--- config.mk ---
export PLATFORM = sky130hd
export DESIGN_NAME = param_counter
export DESIGN_NICKNAME = d
export VERILOG_FILES = /design/src/rtl/param_counter_pkg.sv /design/src/rtl/param_counter_prescaler.sv /design/src/rtl/param_counter.sv
export SDC_FILE = /design/constraint.sdc
export NUM_CORES = 1
export LEC_CHECK = 0
export BUFFER_PORTS_ARGS = -buffer_cell sky130_fd_sc_hd__buf_2
export CAP_MARGIN = 15
export CORE_MARGIN = 5
export CORE_UTILIZATION = 30
export DETAILED_ROUTE_END_ITERATION = 6
export GPL_TIMING_DRIVEN = 1
export HOLD_SLACK_MARGIN = 0.06
export PLACE_DENSITY = 0.53
export SLEW_MARGIN = 15
export SYNTH_ARGS = -nofsm -noshare
export SYNTH_HDL_FRONTEND = slang
export SYNTH_SLANG_ARGS = --single-unit
--- constraint.sdc ---
create_clock -name clk -period 2 [get_ports clk]
set_clock_uncertainty 0.2 [all_clocks]
set_input_delay 0.4 -clock clk [delete_from_list [all_inputs] [get_ports clk]]
set_output_delay 0.4 -clock clk [all_outputs]
set_load 0.02 [all_outputs]
--- src/rtl/param_counter_pkg.sv ---
// Shared constants for the parameterised up/down counter and its prescaler.
package param_counter_pkg;

    localparam int DEFAULT_WIDTH   = 8;
    localparam int DEFAULT_PRESC_W = 4;

    localparam logic MODE_WRAP = 1'b0;
    localparam logic MODE_SAT  = 1'b1;

    localparam logic DIR_DOWN = 1'b0;
    localparam logic DIR_UP   = 1'b1;

endpackage

--- src/rtl/param_counter_prescaler.sv ---
// Divides enabled cycles by presc+1, producing a single-cycle tick when the
// internal count reaches presc.
module param_counter_prescaler
    import param_counter_pkg::*;
#(
    parameter int PRESC_W = DEFAULT_PRESC_W
) (
    input  logic               clk,
    input  logic               rst,
    input  logic               en,
    input  logic               clr,
    input  logic [PRESC_W-1:0] presc,
    output logic               tick
);

    localparam logic [PRESC_W-1:0] ONE = PRESC_W'(1);

    logic [PRESC_W-1:0] r_cnt;
    logic               w_wrap;

    // The tick fires in the same cycle the count matches, so presc=0 ticks every enabled cycle.
    assign w_wrap = (r_cnt == presc);
    assign tick   = en && !clr && w_wrap;

    always_ff @(posedge clk or posedge rst) begin
        if (rst) begin
            r_cnt <= '0;
        end else if (clr) begin
            r_cnt <= '0;
        end else if (en) begin
            r_cnt <= w_wrap ? '0 : r_cnt + ONE;
        end
    end

endmodule

--- src/rtl/param_counter.sv ---
// Up/down counter with wrap or saturate at a runtime modulus, prescaled step,
// registered terminal-count pulse and sticky overflow flag.
module param_counter
    import param_counter_pkg::*;
#(
    parameter int WIDTH   = DEFAULT_WIDTH,
    parameter int PRESC_W = DEFAULT_PRESC_W
) (
    input  logic               clk,
    input  logic               rst,
    input  logic               en,
    input  logic               clr,
    input  logic               load,
    input  logic [WIDTH-1:0]   load_val,
    input  logic               dir,
    input  logic               mode,
    input  logic [WIDTH-1:0]   modulus,
    input  logic [PRESC_W-1:0] presc,
    output logic [WIDTH-1:0]   count,
    output logic               tc,
    output logic               ovf
);

    // No handshake: count/tc/ovf are registered and valid every cycle once reset releases.
    localparam logic [WIDTH-1:0] ONE = WIDTH'(1);

    logic [WIDTH-1:0] r_count;
    logic             r_tc;
    logic             r_ovf;

    logic             w_tick;
    logic             w_presc_clr;
    logic [WIDTH-1:0] w_next;
    logic             w_bound;
    logic [WIDTH-1:0] w_load_val;

    // Load restarts the prescaler just like clear does.
    assign w_presc_clr = clr || load;

    param_counter_prescaler #(
        .PRESC_W (PRESC_W)
    ) u_prescaler (
        .clk   (clk),
        .rst   (rst),
        .en    (en),
        .clr   (w_presc_clr),
        .presc (presc),
        .tick  (w_tick)
    );

    assign w_load_val = (load_val < modulus) ? load_val : modulus;

    always_comb begin
        w_next  = r_count;
        w_bound = 1'b0;
        if (dir == DIR_UP) begin
            if (r_count < modulus) begin
                w_next = r_count + ONE;
            end else begin
                w_next  = (mode == MODE_SAT) ? modulus : '0;
                w_bound = 1'b1;
            end
        end else begin
            if (r_count == '0) begin
                w_next  = (mode == MODE_SAT) ? '0 : modulus;
                w_bound = 1'b1;
            end else if (r_count > modulus) begin
                // Modulus was lowered below the count: pull back into range quietly.
                w_next = modulus;
            end else begin
                w_next = r_count - ONE;
            end
        end
    end

    always_ff @(posedge clk or posedge rst) begin
        if (rst) begin
            r_count <= '0;
            r_tc    <= 1'b0;
            r_ovf   <= 1'b0;
        end else if (clr) begin
            r_count <= '0;
            r_tc    <= 1'b0;
            r_ovf   <= 1'b0;
        end else if (load) begin
            r_count <= w_load_val;
            r_tc    <= 1'b0;
        end else if (w_tick) begin
            r_count <= w_next;
            r_tc    <= w_bound;
            if (w_bound) begin
                r_ovf <= 1'b1;
            end
        end else begin
            r_tc <= 1'b0;
        end
    end

    assign count = r_count;
    assign tc    = r_tc;
    assign ovf   = r_ovf;

endmodule

==> out/metrics.yaml, run 1 <==
outcome: "complete, but fails checks"
violations: "setup timing"
end_kind: "flop"
yosysMostFrequentCell: "nand2_1"
synth.distinct_cells: 48
rr_startpoint: "count[1]"
synth_commonest_cells: "31 x nand2_1, 19 x ha_1, 18 x a21oi_1"
drt-wirelength-per-cell_um: 15.2
min_from: "clr"
yosys.area.top_type: "dfrtp_1"
min_delay_path_depth: 3
cts_tree: "built"
port_buffers: 36
synth_largest_type_area_fraction: 0.188
start_kind: "flop"
avgSynthCellArea_um2: 8.37
synthFlopType: "dfrtp_1"
p_leak_uw: 0.00125
cp.required_ns: 1.91
start_util: 0.311
drive_gt1_frac: 0.383
synth-async-reset-ratio: 1.00
setup_viol: 9
drc: 0
yosysWarningCount: 0
reg2reg_depth: 8
clock-sinks: 14
clkTransAtPathRegs_ns: 0.07
cts_buffers: 3
ios: 37
vias: 1937
seq_area_frac_synth: 0.188
synth_seq_cells: 14
worstPathMaxFanout: 4
p_per_area_nw_per_um2: 467
synth_edf_count: 0
finalHoldViolCount: 0
nets: 355
yosys-top-cells-area: "dfrtp_1 19%, ha_1 13%, mux2i_1 8.6%"
rsz0062_at_grt: "yes"
row_count: 28
syn_area_um2: 1870
drv_cap: 0
ir_worst_vdd_mv: 0.224
viasPerCell: 5.06
die_area_um2: 7900
setup_slack_ns: -0.271
place.gp.congestion: 0.844
cp.arrival_ns: 2.18
antenna_left: 0
hold_path.class: "in -> reg"
firstDrtPassIters: 4
track_usage: 0.153
drt_iter0_drc: 180
crit_start: "count[1]"
synthCells: 223
slew_headroom: 0.599
dpl_cell_area_um2: 2480
drt_wl_total_um: 5820
die-width_um: 88.9
tightest_slew_ns: 0.601
fin_hold_ws_ns: 0.257
final_max_slew_viol_count: 0
diodes: 0
crit_type: "reg -> reg"
fin_crit_sh: 1.14
post-route-min-period_ns: 2.27
syn_nets: 269
grt_max_degree: 17
die_h_um: 88.9
gr-total-overflow: 0
clk_latency_ns: 0.25
grt_pass1_vias: 1977
areaGrowthSynthToFinish_pct: 41.0
antenna_found_initial: 0
dp_hpwl_um: 4840
core-area_um2: 5990
cts_buffer_depth: 2
cts_max_level: 1
final_area_um2: 2630
grt_pass1_wl_um: 9570
root_buffer: "clkbuf_8"
fmax_mhz: 440
## where the power goes
group          total, uW  switching [uW]  internal, uW  leakage, uW
combinational        633             340           293      0.00103
sequential           312            12.2           299     0.000184
clock                285             110           174    0.0000288
total               1230             462           767      0.00125
## cell families (layout without fill, tap and decap cells)
kind of cell / Yosys count / in the layout / share of synthesized area
multiplexers: 16 / 16 / 0.0858
adder cells (fa/ha/maj): 19 / 19 / 0.127
AO/OA/AOI/OAI: 61 / 62 / 0.239
AND/OR/NAND/NOR: 77 / 77 / 0.233
flip-flops: 14 / 14 / 0.188
XOR/XNOR: 14 / 14 / 0.0657
buffers and inverters: 22 / 106 / 0.0604
## flip-flops by register name, summed over array words and instances (netlist names)
signal and flops:
u_prescaler.r_cnt 4, tc 1, ovf 1, count 8
## per-stage QoR
stage	utilization	worst slack (ns)	instances	TNS, ns	total power (uW)
after floorplan	-	-0.193	223	-1.46	676
after global placement	0.414	-0.563	374	-4.88	925
after detailed placement	0.414	-0.546	374	-4.77	927
after CTS	0.432	-0.273	382	-2.09	1230
after global routing	0.439	-0.378	383	-2.91	1320
final	0.439	-0.271	383	-1.83	1230
## critical path, stage by stage (launching register included)
cell      delay [ns]
dfrtp_2         0.44
ha_4            0.25
nor2b_4         0.12
o211ai_1        0.24
buf_4           0.18
a21o_1          0.20
nand2_1         0.13
o311ai_2        0.24
o221ai_1        0.15
## layer usage
| layer | vias to the layer above | share of wire | global-route usage |
|---|---|---|---|
| met5 | - | 0 | 0 |
| met1 | 902 | 0.46 | 0.205 |
| li1 | 995 | - | - |
| met2 | 38 | 0.49 | 0.265 |
| met4 | 0 | 0.0062 | 0.0302 |
| met3 | 2 | 0.040 | 0.0168 |
## placed cells by master, fill, tap and decap left out, types with 5 or more instances in the layout
| master | n |
|---|---|
| inv_1 | 13 |
| nand3_1 | 6 |
| xor2_1 | 8 |
| buf_4 | 48 |
| o21ai_0 | 7 |
| nor2_1 | 6 |
| ha_1 | 18 |
| nand2b_1 | 7 |
| a21oi_1 | 17 |
| dfrtp_1 | 10 |
| mux2i_1 | 16 |
| o221ai_1 | 9 |
| nand2_1 | 31 |
| xnor2_1 | 6 |
| nor3_1 | 5 |
| buf_2 | 36 |
## final timing paths
path / end / slack (ns)
max in group asynchronous: count[7] / 0.62
setup reg to reg: count[1] / -0.27
hold reg to reg: ovf / 0.28
setup / recovery: count[1] / -0.27
min in group asynchronous: u_prescaler.r_cnt[1] / 0.56
hold / removal: ovf / 0.26
## layout make-up
| cell class | instances | area [um2] |
|---|---|---|
| Clock buffer | 4 | 55.1 |
| Fill cell | 638 | 3360 |
| Inverter | 14 | 52.6 |
| Multi-Input combinational cell | 188 | 1470 |
| Sequential cell | 14 | 355 |
| Tap cell | 75 | 93.8 |
| Timing Repair Buffer | 88 | 602 |
## repair_timing
item / CTS / global route
cloned: 1 / 0
resized for setup: 5 / 6
endpoints found under the hold margin: 14 / 0
hold buffers: 1 / 0
endpoints found under the setup margin: 10 / 10
setup buffers: 2 / 1
pin swaps: 7 / 10
Power figures use the tool's default switching activity.
==> inputs of run 2 (changes only) <==
--- a/config.mk
+++ b/config.mk
@@ -8,11 +8,12 @@
 export BUFFER_PORTS_ARGS = -buffer_cell sky130_fd_sc_hd__buf_2
 export CAP_MARGIN = 15
 export CORE_MARGIN = 5
-export CORE_UTILIZATION = 30
+export CORE_UTILIZATION = 51
+export CTS_CLUSTER_SIZE = 30
 export DETAILED_ROUTE_END_ITERATION = 6
 export GPL_TIMING_DRIVEN = 1
 export HOLD_SLACK_MARGIN = 0.06
-export PLACE_DENSITY = 0.53
+export PLACE_DENSITY = 0.81
 export SLEW_MARGIN = 15
 export SYNTH_ARGS = -nofsm -noshare
 export SYNTH_HDL_FRONTEND = slang
==> run 2 against run 1 <==
The run still ends with setup timing left. Wire length grew 4.8%. Final cell count shrank 7.3%. Register-to-register slack lost 0.04 ns. Largest power group unchanged. Die area shrank 37%. Sequential share of layout area is essentially flat. Critical endpoint is now count[3]. Clock-buffer cell count is the same. Sequential power is essentially flat. Core utilization grew 29 points. Sequential cell count is the same.
==> out/metrics.yaml, run 2 (synthesis results as in run 1) <==
outcome: "complete, but fails checks"
violations: "setup timing"
cts_tree: "built"
die-width_um: 70.5  # -21%
row_count: 22  # -21%
dp_hpwl_um: 4450  # -8.2%
tightest_slew_ns: 0.631  # +0.0305 ns
cts_buffers: 3  # unchanged
reg2reg_slack_ns: -0.31  # -0.04 ns
worstPathMaxFanout: 8  # +4
nets: 354  # -0.28%
drt-wirelength-per-cell_um: 17.2  # +13%
vias: 2163  # +12%
ios: 37  # unchanged
crit_chain: "ha_4 > nor2b_4 > o211ai_1 > a21o_2 > buf_6 > a21oi_2 > o31ai_2 > o221ai_1"
r2r-end: "count[3]"
drc: 0  # unchanged
fmax_mhz: 432  # -1.9%
rr_startpoint: "count[1]"
grt_pass1_vias: 1988  # +0.56%
cpMaxStageDelayCell: "dfrtp_2"
drt_iter0_drc: 178  # -1.1%
tns_ns: -2.37  # -0.542 ns
mostFrequentLayoutCells: "46 x buf_4, 36 x buf_2, 31 x nand2_1"
place.gp.congestion: 0.893  # +5.8%
path_buf_inv: 1  # unchanged
grt_pass1_wl_um: 9490  # -0.79%
hold_end: "ovf"
start_kind: "flop"
finalHoldViolCount: 0  # unchanged
track_usage: 0.232  # +0.0794
antenna_found_initial: 0  # unchanged
wl_met3_um: 504  # +120%
die_area_um2: 4970  # -37%
dp_slack_ns: -0.465  # +0.0812 ns
grt_max_degree: 17  # unchanged
core-area_um2: 3610  # -40%
ir_worst_vdd_mv: 0.353  # +57%
root_buffer: "clkbuf_8"
antenna_left: 0  # unchanged
slew_headroom: 0.575  # -0.0243
diodes: 0  # unchanged
gr-total-overflow: 0  # unchanged
p_per_area_nw_per_um2: 480  # +2.7%
met2WireLength_um: 2980  # +3.7%
final_common_cell: "buf_4"
path_delay_family: "compound AO/OA/AOI/OAI gates"
clock-sinks: 14  # unchanged
crit_type: "reg -> reg"
die_h_um: 70.5  # -21%
areaGrowthSynthToFinish_pct: 41.5
end_kind: "flop"
max_stage_delay_ns: 0.43  # about the same
setup_viol: 10  # +1
final_max_slew_viol_count: 0  # unchanged
dr.max_layer_used: "met4"
setup_slack_ns: -0.314  # -0.0432 ns
drive_gt1_frac: 0.401  # +0.0175
cp.arrival_ns: 2.23  # +0.05 ns
cts_buffer_depth: 2  # unchanged
min_from: "clr"
fin_crit_sh: 1.16  # +0.0216
cp.required_ns: 1.91  # about the same
drt_wl_total_um: 6100  # +4.8%
clkTransAtPathRegs_ns: 0.07  # about the same
firstDrtPassIters: 5  # +1
hold_path.class: "in -> reg"
viasPerCell: 6.09  # +20%
largest_reg_flops: 8  # unchanged
reg2reg_depth: 8  # unchanged
met1_length_um: 2450  # -8.3%
min_delay_path_depth: 3  # unchanged
p_leak_uw: 0.00124  # -0.11%
drv_cap: 0  # unchanged
clk_latency_ns: 0.25  # about the same
post-route-min-period_ns: 2.31  # +0.0432 ns
rsz0062_at_grt: "yes"
cts_max_level: 1  # unchanged
start_util: 0.517  # +0.206
port_buffers: 36  # unchanged
run 2: cell count changes in the layout (fill, tap and decap cells not counted), sizes merged:
cell	delta
a21o	-1
run 2: area by class of cell:
type / instances / area (um2)
multi-input cells: 187 / 1510
fillers: 254 / 966
repair buffers: 88 / 609
flip-flops and latches: 14 / 355
well taps: 48 / 60.1
clock buffers: 4 / 55.1
inverters: 14 / 52.6
run 2: worst register-to-register path, cell delays in order (launching register included):
cell and delay [ns]:
dfrtp_2 0.43, ha_4 0.25, nor2b_4 0.12, o211ai_1 0.24, a21o_2 0.32, buf_6 0.15
a21oi_2 0.05, o31ai_2 0.26, o221ai_1 0.16
run 2: worst max path at each step:
| stage | from | endpoint | slack, ns | cells after the start |
|---|---|---|---|---|
| after detailed placement | modulus[1] | count[6] | -0.46 | 9 |
| after floorplan | count[1] | count[5] | -0.19 | 7 |
| final | count[1] | count[3] | -0.31 | 8 |
| after CTS | count[1] | count[2] | -0.17 | 8 |
| after global routing | count[1] | count[3] | -0.38 | 8 |
| after global placement | modulus[1] | count[0] | -0.43 | 9 |
run 2: stage by stage:
step / instances / utilization / total power (uW) / area, um2 / hold WS, ns
floorplan: 223 / - / 676 / 1880 / 0.0889
global placement: 345 / 0.671 / 886 / 2420 / 0.262
detailed placement: 345 / 0.671 / 902 / 2420 / 0.274
CTS: 354 / 0.710 / 1210 / 2560 / 0.254
global route: 355 / 0.732 / 1330 / 2640 / 0.269
finish: 355 / 0.732 / 1270 / 2640 / 0.250
run 2: timing repair:
item,in CTS,in global routing
gates resized for setup,7,13
endpoints found under the hold margin,14,0
buffers inserted,4,1
hold buffers,1,0
setup endpoints to repair,10,10
pin swaps,4,10
run 2: metal layers:
layer	track usage	up-vias
met3	0.0403	25
met5	0	-
met2	0.396	123
li1	-	994
met1	0.299	1021
met4	0.0638	0
run 2: power by group:
part	internal, uW	switching, uW
clock	175	113
combinational	302	366
sequential	299	11.6
total	776	490
==> inputs of run 3 (changes only) <==
--- a/config.mk
+++ b/config.mk
@@ -8,12 +8,12 @@
 export BUFFER_PORTS_ARGS = -buffer_cell sky130_fd_sc_hd__buf_2
 export CAP_MARGIN = 15
 export CORE_MARGIN = 5
-export CORE_UTILIZATION = 51
+export CORE_UTILIZATION = 35
 export CTS_CLUSTER_SIZE = 30
 export DETAILED_ROUTE_END_ITERATION = 6
 export GPL_TIMING_DRIVEN = 1
 export HOLD_SLACK_MARGIN = 0.06
-export PLACE_DENSITY = 0.81
+export PLACE_DENSITY = 0.6
 export SLEW_MARGIN = 15
 export SYNTH_ARGS = -nofsm -noshare
 export SYNTH_HDL_FRONTEND = slang
==> run 3 against run 2 <==
The run still ends with setup timing left. Global-route usage is 6.0 points lower. Largest power group unchanged. Final area is 0.85% lower. Die area is 39% higher. Sequential share of layout area is 0.12 points higher. Critical path type unchanged. Sequential cell count stayed put. Setup slack better by 0.079 ns. First-iteration DRC count is 33% lower.
==> out/metrics.yaml, run 3 (synthesis results as in run 1) <==
antenna_found_initial: 0  # unchanged
violations: "setup timing"
rsz0062_at_grt: "yes"
ir_worst_vdd_mv: 0.215  # -39%
firstDrtPassIters: 4  # -1
seq_power_share: 0.251  # +0.005
p_per_area_nw_per_um2: 473  # -1.3%
clkTransAtPathRegs_ns: 0.06  # about the same
drive_gt1_frac: 0.372  # -0.0285
setup_slack_ns: -0.235  # +0.0786 ns
start_kind: "flop"
drt_wl_total_um: 5750  # -5.8%
post-route-min-period_ns: 2.24  # -0.0786 ns
grt_pass1_wl_um: 9880  # +4.1%
viasPerCell: 5.13  # -16%
cp.required_ns: 1.92  # about the same
diodes: 0  # unchanged
drv_cap: 0  # unchanged
p_leak_uw: 0.00126  # +1.1%
dp_cells: 370  # +7.2%
internal_power_uw: 777  # +0.19%
worstPathMaxFanout: 8  # unchanged
final_max_slew_viol_count: 0  # unchanged
max_stage_delay_ns: 0.43  # about the same
cp.arrival_ns: 2.15  # -0.08 ns
finalHoldViolCount: 0  # unchanged
cpMaxStageDelayCell: "dfrtp_2"
cts_buffers: 3  # unchanged
place.gp.congestion: 0.834  # -6.6%
drt-wirelength-per-cell_um: 15.2  # -12%
track_usage: 0.172  # -0.0603
dp_hpwl_um: 4630  # +4.1%
final_cells: 379  # +6.8%
die_area_um2: 6890  # +39%
dpl_cell_area_um2: 2480  # +2.6%
clock-sinks: 14  # unchanged
port_buffers: 36  # unchanged
slew_headroom: 0.607  # +0.0327
crit_type: "reg -> reg"
fin_crit_sh: 1.12  # -0.0393
tightest_slew_ns: 0.588  # -0.0431 ns
root_buffer: "clkbuf_8"
cts_tree: "built"
vias: 1945  # -10%
cts_max_level: 1  # unchanged
crit_chain: "ha_4 > nor2b_4 > o211ai_1 > a21o_2 > buf_4 > a21oi_1 > o31ai_1 > o221ai_1"
end_kind: "flop"
cts_buffer_depth: 2  # unchanged
die-width_um: 83.0  # +18%
postLayoutCoreUtil: 0.509  # -0.223
tns_ns: -1.99  # +0.380 ns
gr-total-overflow: 0  # unchanged
swShare: 0.372  # -0.0147
p_sw_uw: 461  # -5.9%
drc: 0  # unchanged
fmax_mhz: 447  # +3.5%
grt_pass1_vias: 2052  # +3.2%
clk_latency_ns: 0.25  # about the same
hold_path.class: "in -> reg"
combinationalPowerShare: 0.516  # -0.011
core-area_um2: 5140  # +43%
nets: 356  # +0.56%
outcome: "complete, but fails checks"
grt_max_degree: 17  # unchanged
mostFrequentLayoutCells: "48 x buf_4, 36 x buf_2, 31 x nand2_1"
start_util: 0.363  # -0.154
row_count: 26  # +18%
areaGrowthSynthToFinish_pct: 40.3
setup_viol: 10  # unchanged
drt_iter0_drc: 119  # -33%
antenna_left: 0  # unchanged
final_area_um2: 2620  # -0.85%
ios: 37  # unchanged
p_clk_frac: 0.234  # +0.007
die_h_um: 83.0  # +18%
largest_reg_flops: 8  # unchanged
final_common_cell: "buf_4"
[run 3: cell count changes in the layout (fill, tap and decap cells not counted), sizes merged]
| cell | before | now |
|---|---|---|
| buf | 87 | 89 |
[run 3: layout make-up]
type,instances,area (um2)
Fill cell,519,2520
Multi-Input combinational cell,187,1430
Timing Repair Buffer,90,642
Sequential cell,14,355
Tap cell,70,87.6
Clock buffer,4,55.1
Inverter,14,52.6
[run 3: repair_timing]
action | in CTS | in global routing
hold buffers | 1 | 0
pin swaps | 3 | 3
setup endpoints to repair | 10 | 10
buffers inserted | 4 | 0
endpoints found under the hold margin | 14 | 0
resized for setup | 4 | 0
[run 3: critical path, delay by kind of cell, from the launching register on]
| family | cells | cell delay (ns) |
|---|---|---|
| AND/OR/NAND/NOR | 1 | 0.12 |
| adder cells (fa/ha/maj) | 1 | 0.22 |
| AO/OA/AOI/OAI | 5 | 0.97 |
| buffers and inverters | 1 | 0.16 |
| flip-flops | 1 | 0.43 |
[run 3: per-stage QoR]
step	hold WS, ns	setup WS [ns]	total power, uW
after CTS	0.260	-0.188	1240
final	0.262	-0.235	1240
after detailed placement	0.280	-0.481	926
after global placement	0.266	-0.426	919
after global routing	0.284	-0.349	1320
after floorplan	0.0889	-0.193	676
[run 3: power groups by stage]
stage / registers [uW] / logic (uW) / clock network, uW
6_report: 310 / 639 / 289
5_1_grt: 312 / 701 / 304
4_1_cts: 310 / 636 / 295
3_5_place_dp: 316 / 610 / 0
3_3_place_gp: 316 / 603 / 0
2_1_floorplan: 342 / 334 / 0
[run 3: final timing paths]
check                      startpoint              endpoint  slack [ns]  depth (start not counted)
setup / recovery             count[1]              count[3]       -0.24                          8
hold / removal                    clr                   ovf        0.26                          3
setup reg to reg             count[1]              count[3]       -0.24                          8
hold reg to reg                   ovf                   ovf        0.30                          1
max in group asynchronous         rst              count[1]        0.64                          3
min in group asynchronous         rst  u_prescaler.r_cnt[2]        0.54                          3
[run 3: layer usage]
metal	GRT usage	vias up	wire length (um)
met5	0	-	0
met4	0.0728	0	112
met3	0.0178	10	233
met2	0.289	51	2750
met1	0.223	885	2650
li1	-	999	-
